File: src/rtl/dram_arbiter.sv
// rtl/dram_arbiter.sv - two-requester round-robin DRAM arbiter with in-order read return routing
module dram_arbiter #(
  parameter int DATA_WIDTH      = 32,
  parameter int ADDR_WIDTH      = 18,
  parameter int MAX_OUTSTANDING = 4
) (
  input  logic                  clk,
  input  logic                  srstn,

  input  logic                  m0_en_rd,
  input  logic [ADDR_WIDTH-1:0] m0_addr_rd,
  output logic                  m0_gnt_rd,
  output logic                  m0_valid,
  output logic [DATA_WIDTH-1:0] m0_data_rd,
  input  logic                  m0_en_wr,
  input  logic [ADDR_WIDTH-1:0] m0_addr_wr,
  input  logic [DATA_WIDTH-1:0] m0_data_wr,
  output logic                  m0_gnt_wr,

  input  logic                  m1_en_rd,
  input  logic [ADDR_WIDTH-1:0] m1_addr_rd,
  output logic                  m1_gnt_rd,
  output logic                  m1_valid,
  output logic [DATA_WIDTH-1:0] m1_data_rd,
  input  logic                  m1_en_wr,
  input  logic [ADDR_WIDTH-1:0] m1_addr_wr,
  input  logic [DATA_WIDTH-1:0] m1_data_wr,
  output logic                  m1_gnt_wr,

  output logic                  dram_en_rd,
  output logic [ADDR_WIDTH-1:0] dram_addr_rd,
  input  logic                  dram_valid,
  input  logic [DATA_WIDTH-1:0] dram_data_rd,
  output logic                  dram_en_wr,
  output logic [ADDR_WIDTH-1:0] dram_addr_wr,
  output logic [DATA_WIDTH-1:0] dram_data_wr,

  output logic                  err_orphan
);

  localparam int PTR_W = (MAX_OUTSTANDING > 2) ? $clog2(MAX_OUTSTANDING) : 1;
  localparam int CNT_W = PTR_W + 1;

  // Tag FIFO: one bit per in-flight read naming the requester that issued it.
  logic [MAX_OUTSTANDING-1:0] tag_mem;
  logic [PTR_W-1:0]           wr_ptr;
  logic [PTR_W-1:0]           rd_ptr;
  logic [CNT_W-1:0]           count;

  // Round-robin pointers: 0 names m0, 1 names m1.
  logic rr_rd;
  logic rr_wr;

  logic                  rd_room;
  logic                  rd_req0;
  logic                  rd_req1;
  logic                  rd_both;
  logic                  rd_gnt;
  logic                  rd_win;
  logic [ADDR_WIDTH-1:0] rd_addr_sel;

  logic                  wr_req0;
  logic                  wr_req1;
  logic                  wr_both;
  logic                  wr_gnt;
  logic                  wr_win;
  logic [ADDR_WIDTH-1:0] wr_addr_sel;
  logic [DATA_WIDTH-1:0] wr_data_sel;

  logic empty;
  logic head;
  logic push;
  logic pop;

  // Read arbitration: the full check looks only at the registered count, so a pop in
  // the same cycle never opens a slot early.
  always_comb begin
    rd_room     = (count < CNT_W'(MAX_OUTSTANDING));
    rd_req0     = srstn & m0_en_rd & rd_room;
    rd_req1     = srstn & m1_en_rd & rd_room;
    rd_both     = rd_req0 & rd_req1;
    rd_gnt      = rd_req0 | rd_req1;
    rd_win      = rd_both ? rr_rd : rd_req1;
    rd_addr_sel = rd_win ? m1_addr_rd : m0_addr_rd;
  end

  // Write arbitration: same rules as reads but never throttled by the tag FIFO.
  always_comb begin
    wr_req0     = srstn & m0_en_wr;
    wr_req1     = srstn & m1_en_wr;
    wr_both     = wr_req0 & wr_req1;
    wr_gnt      = wr_req0 | wr_req1;
    wr_win      = wr_both ? rr_wr : wr_req1;
    wr_addr_sel = wr_win ? m1_addr_wr : m0_addr_wr;
    wr_data_sel = wr_win ? m1_data_wr : m0_data_wr;
  end

  assign m0_gnt_rd = rd_gnt & ~rd_win;
  assign m1_gnt_rd = rd_gnt &  rd_win;
  assign m0_gnt_wr = wr_gnt & ~wr_win;
  assign m1_gnt_wr = wr_gnt &  wr_win;

  // Return routing: the FIFO head says whose read the DRAM is answering right now.
  always_comb begin
    empty = (count == '0);
    head  = tag_mem[rd_ptr];
    push  = rd_gnt;
    pop   = dram_valid & ~empty;
  end

  assign m0_valid   = dram_valid & ~empty & ~head;
  assign m1_valid   = dram_valid & ~empty &  head;
  assign m0_data_rd = dram_data_rd;
  assign m1_data_rd = dram_data_rd;

  // Pointers only move on contention; a lone winner leaves the pointer where it was.
  always_ff @(posedge clk or negedge srstn) begin
    if (!srstn) begin
      rr_rd <= 1'b0;
      rr_wr <= 1'b0;
    end else begin
      if (rd_both) rr_rd <= ~rr_rd;
      if (wr_both) rr_wr <= ~wr_win;
    end
  end

  // Read issue register: enable pulses one cycle after a grant, address holds otherwise.
  always_ff @(posedge clk or negedge srstn) begin
    if (!srstn) begin
      dram_en_rd   <= 1'b0;
      dram_addr_rd <= '0;
    end else begin
      dram_en_rd <= rd_gnt;
      if (rd_gnt) dram_addr_rd <= rd_addr_sel;
    end
  end

  // Write issue register: enable pulses one cycle after a grant, addr/data hold otherwise.
  always_ff @(posedge clk or negedge srstn) begin
    if (!srstn) begin
      dram_en_wr   <= 1'b0;
      dram_addr_wr <= '0;
      dram_data_wr <= '0;
    end else begin
      dram_en_wr <= wr_gnt;
      if (wr_gnt) begin
        dram_addr_wr <= wr_addr_sel;
        dram_data_wr <= wr_data_sel;
      end
    end
  end

  // Tag FIFO storage and pointers; depth is a power of two so pointers wrap naturally.
  always_ff @(posedge clk or negedge srstn) begin
    if (!srstn) begin
      tag_mem <= '0;
      wr_ptr  <= '0;
      rd_ptr  <= '0;
    end else begin
      if (push) begin
        tag_mem[wr_ptr] <= rd_win;
        wr_ptr          <= wr_ptr + PTR_W'(1);
      end
      if (pop) rd_ptr <= rd_ptr + PTR_W'(1);
    end
  end

  // Occupancy count; simultaneous push and pop leave it unchanged.
  always_ff @(posedge clk or negedge srstn) begin
    if (!srstn) begin
      count <= '0;
    end else begin
      case ({push, pop})
        2'b10:   count <= count + CNT_W'(1);
        2'b01:   count <= count - CNT_W'(1);
        default: count <= count;
      endcase
    end
  end

  // Sticky flag for a DRAM return that no outstanding read accounts for.
  always_ff @(posedge clk or negedge srstn) begin
    if (!srstn) begin
      err_orphan <= 1'b0;
    end else if (dram_valid && empty) begin
      err_orphan <= 1'b1;
    end
  end

endmodule

File: config.mk
export PLATFORM = sky130hd
export DESIGN_NAME = dram_arbiter
export DESIGN_NICKNAME = d
export VERILOG_FILES = /design/src/rtl/dram_arbiter.sv
export SDC_FILE = /design/constraint.sdc
export NUM_CORES = 1
export LEC_CHECK = 0
export CAP_MARGIN = 20
export CORE_AREA = 2 2 121 123
export CTS_CLUSTER_DIAMETER = 40
export DETAILED_ROUTE_END_ITERATION = 10
export DIE_AREA = 0 0 123 125
export PLACE_DENSITY = 0.74
export SLEW_MARGIN = 20
export SYNTH_ARGS = -nofsm -noshare
export SYNTH_HDL_FRONTEND = slang
export SYNTH_SLANG_ARGS = --single-unit
File: constraint.sdc
create_clock -name clk -period 4.8 [get_ports clk]
set_input_delay 0.96 -clock clk [delete_from_list [all_inputs] [get_ports clk]]
set_output_delay 0.96 -clock clk [all_outputs]
set_load 0.1 [all_outputs]
# Yosys cells after proc, flatten, opt, wreduce, memory -nomap -nowiden
# Index checks and enable logic that the tools add are counted.
# W data, S select, Z words.
word_totals:
  regBits: 84
  latch_bits: 0
  ramBits: 0
  rom_bits: 0
  inputBits: 175
  output_inout_bits: 141
  wordCells: 59
  memories: 0
op_classes:
  add_sub_neg: 4
  multipliers: 0
  div: 0
  magnitude_cmp: 4
  n_eq_ne: 2
  n_shift: 0
  mux: 11
  bitwise: 22
  n_reduce_logical: 4
ops:
  columns: ["cell", "count"]
  rows:
  - ["$mux W18", 2]
  - ["$mux W32", 1]
  - ["$and A1 B1 Y1", 15]
  - ["$lt A2 B3 Y1 const B", 2]
  - ["$pmux W3 S2", 1]
  - ["$not A1 Y1", 5]
  - ["$add A2 B1 Y2 const B", 2]
  - ["$bwmux W4", 1]
  - ["$mux W1", 4]
  - ["$add A3 B1 Y3 const B", 1]
  - ["$logic_not A3 Y1", 1]
  - ["$lt A3 B3 Y1 const B", 1]
  - ["$sub A3 B1 Y3 const B", 1]
  - ["$bmux W1 S2", 1]
  - ["$demux W1 S2", 1]
  - ["$eq A2 B1 Y1 const B", 1]
  - ["$eq A2 B2 Y1 const B", 1]
  - ["$ge A2 B1 Y1 const B", 1]
  - ["$logic_and A1 B1 Y1", 2]
  - ["$or A1 B1 Y1", 2]
  - ["$reduce_bool A2 Y1", 1]

# Longest topological paths before layout
# Gate-level depths: netlist of run 1.
logic_depth:
  word_depth: 6
  depth_mapped: 10
  mapped_depth_nobuf: 8

# Worst setup path after synthesis of run 1
# OpenSTA, ideal clock, no wires.
synth_path:
  path_type: "input port to output port"
  start: "in srstn"
  end: "out m0_gnt_rd"
  arrival_ps: 2991
  required_ps: 3840
  path_slack_ps: 849
  cell_stages: 4
  path_buffers: 1
  cell_sequence: "buf_4 -> nand3b_1 -> nor2_2 -> nor2_1"
synth_between:
  elab_chain_len: 6
  word_cells_on_any_way: 9
  classes_between: "mux (1); bitwise (8)"
synth_rtl:
  columns: ["item", "line", "source"]
  rows:
  - ["from (decl)", "8", "input logic srstn,"]
  - ["$and A1 B1 Y1 (on tied branches) (2 in series)", "79, 80", null]
  - ["$and A1 B1 Y1", "81", "rd_both = rd_req0 & rd_req1;"]
  - ["$mux W1", "83", "rd_win = rd_both ? rr_rd : rd_req1;"]
  - ["$not A1 Y1", "98", "assign m0_gnt_rd = rd_gnt & ~rd_win;"]
  - ["$and A1 B1 Y1 (*)", "98", null]
  - ["to (decl)", "12", "output logic m0_gnt_rd,"]
# Every way passes the cells marked *; elsewhere a longest branch is shown, timed or not.

# Worst setup path in the final report of run 1
layout_path:
  start: "in m0_en_rd"
  end: "out m0_gnt_rd"
layout_between:
  elab_chain_len: 6
  word_cells_on_any_way: 7
  classes_between: "mux (1); bitwise (6)"
layout_rtl:
  columns: ["item", "line", "source"]
  rows:
  - ["from (decl)", "10", "input logic m0_en_rd,"]
  - ["$and A1 B1 Y1 (*) (2 in series)", "79", "rd_req0 = srstn & m0_en_rd & rd_room;"]
  - ["$and A1 B1 Y1", "81", null]
  - ["$mux W1", "83", null]
  - ["$not A1 Y1", "98", null]
  - ["$and A1 B1 Y1 (*)", "98", null]
# Marks and branches as above.

==> results of run 1 <==
through the flow:
step	hold WS [ps]	instances	total power, mW
final	462	738	4.18
after global placement	446	722	3.43
after floorplan	437	407	3.07
after CTS	451	738	4.22
after global routing	455	738	4.36
after detailed placement	455	722	3.46
worst reg2reg max path, cell delays in order (launching register included):
cell	delay, ps
sky130_fd_sc_hd__dfrtp_1	470
sky130_fd_sc_hd__nor2b_1	70
sky130_fd_sc_hd__buf_4	220
sky130_fd_sc_hd__nand2_2	120
sky130_fd_sc_hd__ha_1	190
sky130_fd_sc_hd__inv_1	60
sky130_fd_sc_hd__fa_1	370
sky130_fd_sc_hd__xor2_1	150
sky130_fd_sc_hd__nor2_1	110
sky130_fd_sc_hd__xor2_1	160
cell families (layout without fill, tap and decap cells):
logic type | after synthesis | after routing
AOI/OAI and AO/OA | 113 | 113
xor gates and xnor gates | 8 | 8
adders and majority gates | 6 | 6
buffers and inverters | 103 | 250
DFF | 84 | 84
muxes | 2 | 2
and+or+nand+nor | 91 | 91
placed cells by master, fill, tap and decap left out, types with 2 or more instances in the layout:
cell type / instances
sky130_fd_sc_hd__xnor2_1: 5
sky130_fd_sc_hd__a221o_1: 50
sky130_fd_sc_hd__nand2b_1: 2
sky130_fd_sc_hd__nand2_1: 2
sky130_fd_sc_hd__o21ai_0: 18
sky130_fd_sc_hd__clkdlybuf4s50_1: 212
sky130_fd_sc_hd__nand3_1: 24
sky130_fd_sc_hd__inv_1: 6
sky130_fd_sc_hd__a21oi_1: 18
sky130_fd_sc_hd__buf_4: 13
sky130_fd_sc_hd__xor2_1: 3
sky130_fd_sc_hd__clkbuf_16: 9
sky130_fd_sc_hd__dfrtp_1: 84
sky130_fd_sc_hd__bufinv_16: 2
sky130_fd_sc_hd__nor2_1: 2
sky130_fd_sc_hd__nor2b_1: 3
sky130_fd_sc_hd__clkbuf_1: 2
sky130_fd_sc_hd__a22o_1: 4
sky130_fd_sc_hd__ha_1: 5
sky130_fd_sc_hd__buf_12: 2
sky130_fd_sc_hd__and2_1: 51
sky130_fd_sc_hd__a31oi_1: 18
worst paths after layout:
kind / start / endpoint / depth (start not counted)
min: srstn / dram_addr_rd[1] / 1
max: m0_en_rd / m0_gnt_rd / 5
min in group clk: rr_wr / rr_wr / 1
max in group asynchronous: srstn / dram_data_wr[3] / 3
min reg2reg: rr_wr / rr_wr / 1
max reg2reg: count[2] / count[2] / 9
per-layer routing:
| layer | GRT usage | routed length, um |
|---|---|---|
| met2 | 0.298 | 6770 |
| met5 | 0 | 0 |
| met3 | 0.0584 | 1400 |
| met4 | 0.0488 | 219 |
| met1 | 0.180 | 4980 |
layout make-up:
type	instances	area, um2	share of cell area
flip-flops and latches	84	2100	0.322
multi-input cells	220	1600	0.244
repair buffers	227	2260	0.346
inverters	7	26.3	0.00402
well taps	184	230	0.0352
clock inverters	4	72.6	0.0111
clock buffers	12	246	0.0377
sequential cells by signal (all words and copies together) (netlist names):
| register | count |
|---|---|
| count | 3 |
| dram_en_rd | 1 |
| dram_addr_wr | 18 |
| dram_data_wr | 32 |
| wr_ptr | 2 |
| tag_mem | 4 |
| rd_ptr | 2 |
| rr_wr | 1 |
| dram_addr_rd | 18 |
| rr_rd | 1 |
| err_orphan | 1 |
| dram_en_wr | 1 |
power by group through the flow:
stage               Combinational, mW  Clock, mW  Sequential (mW)
finish                           2.36      0.737             1.08
global route                     2.46      0.792             1.11
CTS                              2.38      0.760             1.08
detailed placement               2.38          0             1.08
global placement                 2.35          0             1.08
floorplan                       0.820          0             2.25
==> flow_summary.json, run 1 <==
{
  "outcome": "finished clean",
  "portBuffers": 219,
  "synthesis.yosys.warnings": 0,
  "initial_core_util": 0.311,
  "grt_remaining_overflow": 0,
  "avgRoutedWirePerCell_um": 18.1,
  "synth.area.mux_share": 0.00737,
  "layout.nets": 730,
  "route.final.wire_length_um": 13400,
  "synth.lib_cells_used.distinct": 37,
  "crit_path_max_fanout": 24,
  "gp_congestion": 0.800,
  "antenna_found_initial": 0,
  "worst-path-buf-inv": 2,
  "timing.max_slew.rel_slack": 0.316,
  "layout_min_cycle_time_ps": 3450,
  "postCtsSetupBuffers": 0,
  "postSynth.topFlopCell": "sky130_fd_sc_hd__dfrtp_1",
  "cp_top_family": "simple AND/OR/NAND/NOR gates",
  "clkSinkCount": 84,
  "finalSetupTns_ps": 0,
  "power_switching_mw": 2.13,
  "critPathKind": "in2out",
  "critical_path.endpoint_type": "output port",
  "worstSetupStartpointType": "input pin",
  "post-dp-hpwl_um": 10100,
  "power_frac_seq": 0.258,
  "num_vias": 3652,
  "period_share": 0.720,
  "std_cell_rows": 44,
  "synth_seq_cells": 84,
  "dpl-instance-area_um2": 6220,
  "netlist_area_um2": 4420,
  "synthesis.nets": 588,
  "leading_cell_types_by_total_area_after_synthesis": "sky130_fd_sc_hd__dfrtp_1, sky130_fd_sc_hd__a221o_1, sky130_fd_sc_hd__buf_4",
  "slowest_stage": "sky130_fd_sc_hd__clkdlybuf4s50_1",
  "cts-root-buf": "sky130_fd_sc_hd__clkbuf_16",
  "route.detailed.drc": 0,
  "worst_hold_path_type": "in2async",
  "finalInstanceArea_um2": 6540,
  "finalCoreUtilization": 0.460,
  "cts_hold_buffers": 0,
  "synth_commonest_cells": "sky130_fd_sc_hd__dfrtp_1, sky130_fd_sc_hd__buf_4, sky130_fd_sc_hd__and2_1, sky130_fd_sc_hd__a221o_1, sky130_fd_sc_hd__nand3_1",
  "unrepaired_setup_endpoints_after_global_routing": "no",
  "setup_viol": 0,
  "gr-usage-all-layers": 0.165,
  "vdd_drop_max_uv": 570,
  "worstPathArrival_ps": 2490,
  "synthMostInstantiatedCell": "sky130_fd_sc_hd__dfrtp_1",
  "die_h_um": 125,
  "antenna_cells": 0,
  "required_ps": 3840,
  "layout-area-overhead-vs-synth_pct": 48.0,
  "fill_cells": 1340,
  "synth_top_cell_by_area": "sky130_fd_sc_hd__dfrtp_1",
  "power_density_nw_per_um2": 639,
  "yosys.area_share.adder": 0.0187,
  "maxCapViolCount": 0,
  "htree_num_levels": 3,
  "synth-edff-count": 0,
  "synth_area_per_inst_um2": 10.9,
  "final_max_slew_viol_count": 0,
  "cellInternalPower_mw": 2.04,
  "floorplan.die_area_um2": 15400,
  "dr.first_iter.drc_count": 116,
  "p_leak_nw": 2.63,
  "post_route_cells_drive_above_1_share": 0.0668,
  "grt_pass1_vias": 3807,
  "finalHoldViolCount": 0,
  "synth_top_area_frac": 0.476,
  "share_comb_of_total_power": 0.566,
  "tritoncts": "yes",
  "synthesis.instances": 407,
  "reg2reg_setup_slack_ps": 2800,
  "clock_power_share": 0.176,
  "grt_pass1_wl_um": 19800,
  "timing.critical_path.cells": "clkdlybuf4s50_1, or2_2, nand2_2, nor2_1, buf_12",
  "die_w_um": 123,
  "layout_setup_ws_ps": 1350,
  "cts-root-to-sink-buffers": 2,
  "detailed_routing_iterations_pass_1": 5,
  "i_o_pins": 316,
  "async_flop_share": 1.00,
  "synth_top_family_by_area": "compound AO/OA/AOI/OAI gates",
  "maxClockFrequency_ghz": 0.290,
  "synth_simple_gate_area_frac": 0.120,
  "worstMarginPinSlew_ps": 1020,
  "post_cts.resized_instances": 0,
  "synth-seq-area-share": 0.476,
  "finalClockSkew_ps": 11.4,
  "worst_path_largest_cell_delay_ps": 510,
  "dp_worst_setup_slack_ps": 1360,
  "synthXorXnorAreaFrac": 0.0159,
  "placeable_core_region_um2": 14200,
  "grt_start_max_net_pins": 52,
  "worstSkewPairLatency_ps": 330,
  "route.detailed.vias_per_inst": 4.95,
  "netSwitchingFraction": 0.511,
  "cts.reportedPaths.clkPinSlew_ps": 60,
  "detail-route-antenna-nets": 0,
  "synth_compound_gate_area_share": 0.197,
  "cts-buffers-inserted": 9
}
Power figures use the tool's default switching activity.
==> run 2: changes to the inputs <==
--- a/config.mk
+++ b/config.mk
@@ -10,7 +10,7 @@
 export CTS_CLUSTER_DIAMETER = 40
 export DETAILED_ROUTE_END_ITERATION = 10
 export DIE_AREA = 0 0 123 125
-export PLACE_DENSITY = 0.74
+export PLACE_DENSITY = 0.77
 export SLEW_MARGIN = 20
 export SYNTH_ARGS = -nofsm -noshare
 export SYNTH_HDL_FRONTEND = slang
==> constraint.sdc (replaced) <==
create_clock -name clk -period 3 [get_ports clk]
set_input_delay 0.6 -clock clk [delete_from_list [all_inputs] [get_ports clk]]
set_output_delay 0.6 -clock clk [all_outputs]
set_load 0.1 [all_outputs]
==> flow_summary.json, run 2 (synthesized netlist as in run 1, its figures left out) <==
{
  "outcome": "finished clean",
  "detail-route-antenna-nets": 0,
  "avgRoutedWirePerCell_um": 18.6,
  "tritoncts": "yes",
  "cts-root-to-sink-buffers": 2,
  "gp_congestion": 0.775,
  "setup_viol": 0,
  "layout_min_cycle_time_ps": 2500,
  "timing.critical_path.from": "m0_en_wr",
  "p_leak_nw": 2.71,
  "layout.cells.most_common_list": "sky130_fd_sc_hd__clkdlybuf4s50_1, sky130_fd_sc_hd__dfrtp_1, sky130_fd_sc_hd__buf_4",
  "layout-area-overhead-vs-synth_pct": 45.1,
  "unrepaired_setup_endpoints_after_global_routing": "no",
  "route.detailed.vias_per_inst": 5.05,
  "maxCapViolCount": 0,
  "timing.max_slew.rel_slack": 0.509,
  "dpl-instance-area_um2": 6110,
  "die_h_um": 125,
  "num_vias": 3733,
  "worstPathArrival_ps": 1900,
  "portBuffers": 219,
  "dr.first_iter.drc_count": 197,
  "number_of_flip_flops_under_the_largest_register_name": 32,
  "route.final.wire_length_um": 13700,
  "i_o_pins": 316,
  "grt_start_max_net_pins": 52,
  "initial_core_util": 0.311,
  "final_common_cell": "sky130_fd_sc_hd__clkdlybuf4s50_1",
  "critical_path.reg2reg.startpoint": "count[2]",
  "cts_hold_buffers": 0,
  "layout.nets": 731,
  "cts.reportedPaths.clkPinSlew_ps": 60,
  "post_route_cells_drive_above_1_share": 0.202,
  "grt_remaining_overflow": 0,
  "power_density_nw_per_um2": 1030,
  "post_cts.resized_instances": 0,
  "std_cell_rows": 44,
  "worstMarginPinSlew_ps": 736,
  "fill_cells": 1319,
  "cts-root-buf": "sky130_fd_sc_hd__clkbuf_16",
  "grt_pass1_vias": 3917,
  "postCtsSetupBuffers": 0,
  "finalClockSkew_ps": 5.30,
  "finalInstanceArea_um2": 6410,
  "htree_num_levels": 3,
  "top_register": "dram_data_wr",
  "die_w_um": 123,
  "placeable_core_region_um2": 14200,
  "reg2reg_setup_slack_ps": 1060,
  "finalHoldViolCount": 0,
  "final_max_slew_viol_count": 0,
  "antenna_found_initial": 0,
  "floorplan.die_area_um2": 15400,
  "worstSkewPairLatency_ps": 330,
  "clkSinkCount": 84,
  "critPathKind": "in2out",
  "crit_path_max_fanout": 15,
  "detailed_routing_iterations_pass_1": 6,
  "post-dp-hpwl_um": 10300,
  "grt_pass1_wl_um": 20500,
  "route.detailed.drc": 0,
  "worstSetupStartpointType": "input pin",
  "critical_path.endpoint_type": "output port",
  "period_share": 0.833,
  "vdd_drop_max_uv": 694,
  "maxClockFrequency_ghz": 0.400,
  "antenna_cells": 0,
  "reg_top3": "dram_data_wr x32, dram_addr_rd x18, dram_addr_wr x18",
  "gr-usage-all-layers": 0.172,
  "worst_hold_path_type": "in2async",
  "cts-buffers-inserted": 9,
  "finalSetupTns_ps": 0,
  "required_ps": 2400
}
[run 2: cell count changes in the layout (fill, tap and decap cells not counted)]
cell,before,now
sky130_fd_sc_hd__clkbuf_8,1,2
sky130_fd_sc_hd__nor2b_2,0,1
sky130_fd_sc_hd__bufinv_16,2,1
sky130_fd_sc_hd__clkinv_2,1,2
sky130_fd_sc_hd__nor2b_1,3,2
sky130_fd_sc_hd__clkdlybuf4s50_1,212,141
sky130_fd_sc_hd__buf_4,13,81
sky130_fd_sc_hd__nor2_1,2,1
sky130_fd_sc_hd__nor2_4,0,1
sky130_fd_sc_hd__clkbuf_1,2,1
sky130_fd_sc_hd__buf_12,2,6
[run 2: cell type report]
| class | instances | area (um2) | area share |
|---|---|---|---|
| Clock buffer | 12 | 256 | 0.0400 |
| Clock inverter | 4 | 47.5 | 0.00742 |
| Inverter | 7 | 26.3 | 0.00410 |
| Multi-Input combinational cell | 220 | 1610 | 0.251 |
| Sequential cell | 84 | 2100 | 0.328 |
| Tap cell | 184 | 230 | 0.0359 |
| Timing Repair Buffer | 228 | 2140 | 0.334 |
[run 2: power by group]
group | total, mW | leakage [nW] | internal (mW) | switching, mW
Sequential | 1.73 | 0.988 | 1.49 | 0.240
Clock | 1.12 | 0.149 | 0.687 | 0.431
Combinational | 3.75 | 1.57 | 0.983 | 2.77
[run 2: routing by layer]
metal	share of wire	up-vias	global-route usage	routed length, um
met4	0.026	0	0.0775	357
met1	0.36	1768	0.177	5010
li1	-	1691	-	-
met2	0.50	253	0.314	6920
met3	0.11	21	0.0520	1450
met5	0	-	0	0
[run 2: critical path: stages]
cell and delay (ps):
sky130_fd_sc_hd__clkdlybuf4s50_1 470, sky130_fd_sc_hd__nand2b_1 170, sky130_fd_sc_hd__and3_2 420, sky130_fd_sc_hd__buf_12 220
[run 2: worst paths after layout]
path | end | cells past startpoint
max in group asynchronous | dram_addr_wr[10] | 2
hold / removal | wr_ptr[1] | 1
setup reg to reg | count[2] | 7
hold reg to reg | err_orphan | 1
min in group clk | err_orphan | 1
setup / recovery | m1_gnt_wr | 4
[run 2: per-stage QoR]
| stage | setup slack, ps | total power, mW | hold WS [ps] | cells | utilization |
|---|---|---|---|---|---|
| floorplan | 162 | 4.91 | 304 | 407 | - |
| global placement | 411 | 5.44 | 445 | 723 | 0.430 |
| detailed placement | 388 | 5.50 | 466 | 723 | 0.430 |
| CTS | 530 | 6.66 | 170 | 739 | 0.451 |
| global route | 454 | 6.89 | 184 | 739 | 0.451 |
| finish | 501 | 6.60 | 177 | 739 | 0.451 |
==> run 3: changes to the inputs <==
==> constraint.sdc (replaced) <==
create_clock -name clk -period 2 [get_ports clk]
set_input_delay 0.4 -clock clk [delete_from_list [all_inputs] [get_ports clk]]
set_output_delay 0.4 -clock clk [all_outputs]
set_load 0.1 [all_outputs]
==> flow_summary.json, run 3 (synthesized netlist as in run 1, its figures left out) <==
{
  "outcome": "finished with violations",
  "failed_checks": "setup timing",
  "timing.critical_path.from": "rd_ptr[0]",
  "detailed_routing_iterations_pass_1": 4,
  "layout.nets": 747,
  "timing.max_slew.rel_slack": 0.612,
  "cts-root-to-sink-buffers": 2,
  "antenna_found_initial": 0,
  "floorplan.die_area_um2": 15400,
  "route.detailed.vias_per_inst": 5.03,
  "gr-usage-all-layers": 0.183,
  "num_vias": 3794,
  "placed_cells_incl_taps": 736,
  "finalClockSkew_ps": 4.20,
  "clkSinkCount": 84,
  "gp_congestion": 0.791,
  "tritoncts": "yes",
  "layout.cells.most_common_list": "sky130_fd_sc_hd__clkdlybuf4s50_1, sky130_fd_sc_hd__buf_4, sky130_fd_sc_hd__dfrtp_1",
  "finalInstanceArea_um2": 6620,
  "timing.critical_path.cells": "mux4_2, and2_4, buf_12",
  "portBuffers": 219,
  "cts-root-buf": "sky130_fd_sc_hd__clkbuf_16",
  "worst_hold_path_type": "in2async",
  "worstSkewPairLatency_ps": 340,
  "finalHoldViolCount": 0,
  "post_route_cells_drive_above_1_share": 0.233,
  "htree_num_levels": 3,
  "worst_path_largest_cell_delay_ps": 560,
  "dr.first_iter.drc_count": 178,
  "dpl-instance-area_um2": 6280,
  "reg_top3": "dram_data_wr x32, dram_addr_rd x18, dram_addr_wr x18",
  "maxClockFrequency_ghz": 0.497,
  "antenna_cells": 0,
  "std_cell_rows": 44,
  "cp_top_family": "multiplexers",
  "cts.reportedPaths.clkPinSlew_ps": 60,
  "worstMarginPinSlew_ps": 582,
  "crit_path_max_fanout": 2,
  "final_common_cell": "sky130_fd_sc_hd__clkdlybuf4s50_1",
  "grt_remaining_overflow": 0,
  "grt_pass1_vias": 4016,
  "top_register": "dram_data_wr",
  "final_max_slew_viol_count": 0,
  "setup.worst_path.end": "m1_valid",
  "post-dp-hpwl_um": 11000,
  "detail-route-antenna-nets": 0,
  "reg2reg_setup_slack_ps": 220,
  "i_o_pins": 316,
  "ff2ff_path_depth": 8,
  "final_cells": 755,
  "critical_path.reg2reg.startpoint": "count[2]",
  "worstSetupStartpointType": "register",
  "avgRoutedWirePerCell_um": 19.2,
  "setup_viol": 2,
  "p_leak_nw": 2.84,
  "worst-path-buf-inv": 1,
  "die_h_um": 125,
  "required_ps": 1600,
  "die_w_um": 123,
  "critical_path.endpoint_type": "output port",
  "period_share": 1.01,
  "slowest_stage": "sky130_fd_sc_hd__mux4_2",
  "power_density_nw_per_um2": 1520,
  "worstSetupPathDepth": 3,
  "layout-area-overhead-vs-synth_pct": 49.9,
  "critPathKind": "reg2out",
  "route.final.wire_length_um": 14500,
  "reg2reg_to": "count[2]",
  "initial_core_util": 0.311,
  "placeable_core_region_um2": 14200,
  "layout_setup_ws_ps": -10.8,
  "maxCapViolCount": 0,
  "design_power_total_mw": 10.1,
  "grt_start_max_net_pins": 44,
  "worstPathArrival_ps": 1610,
  "finalCoreUtilization": 0.466,
  "cts-buffers-inserted": 9,
  "grt_pass1_wl_um": 21500,
  "route.detailed.drc": 0,
  "layout_min_cycle_time_ps": 2010,
  "cts_hold_buffers": 0,
  "vdd_drop_max_uv": 778,
  "number_of_flip_flops_under_the_largest_register_name": 32,
  "unrepaired_setup_endpoints_after_global_routing": "yes"
}
==> run 3: final cells by class <==
type,count,area [um2]
clock buffer,10,239
clock inverter,6,63.8
timing repair buffer,244,2330
inverter,7,26.3
tap,184,230
sequential,84,2100
fill,1310,7580
multi-input combinational,220,1630
==> run 3: how the worst min path moves through the flow <==
stage                      end  cells past startpoint
floorplan             count[0]                      0
global placement    err_orphan                      1
detailed placement  err_orphan                      1
CTS                      rr_rd                      3
global route        tag_mem[2]                      3
finish                   rr_rd                      3
==> run 3: worst min-delay path, stage by stage <==
cell,delay [ps]
sky130_fd_sc_hd__buf_4,90
sky130_fd_sc_hd__buf_4,150
sky130_fd_sc_hd__buf_4,220
==> run 3: stage by stage <==
stage	worst slack (ps)	setup TNS [ps]	hold slack, ps
after floorplan	-62.9	-62.9	104
after detailed placement	-322	-1690	455
after global routing	-67.7	-134	192
final	-10.8	-17.3	177
after global placement	-296	-435	452
after CTS	-39.9	-77.5	172
==> run 3: power by group <==
group	total [mW]	internal, mW	leakage, nW	switching [mW]
combinational	5.82	1.61	1.70	4.20
clock	1.68	0.999	0.144	0.683
sequential	2.58	2.23	0.988	0.350
==> run 3: routing by layer <==
layer  wire length (um)  up-vias  track usage  share of wire
met2               7730      219        0.350           0.53
met3               1480       27       0.0561           0.10
li1                   -     1720            -              -
met5                  0        -            0              0
met1               4900     1828        0.176           0.34
met4                389        0       0.0802          0.027
==> run 3: timing repair <==
| action | CTS | global route |
|---|---|---|
| pin swaps | 1 | 2 |
| setup buffers | 1 | 2 |
| resized for setup | 2 | 5 |
| setup endpoints to repair | 3 | 6 |
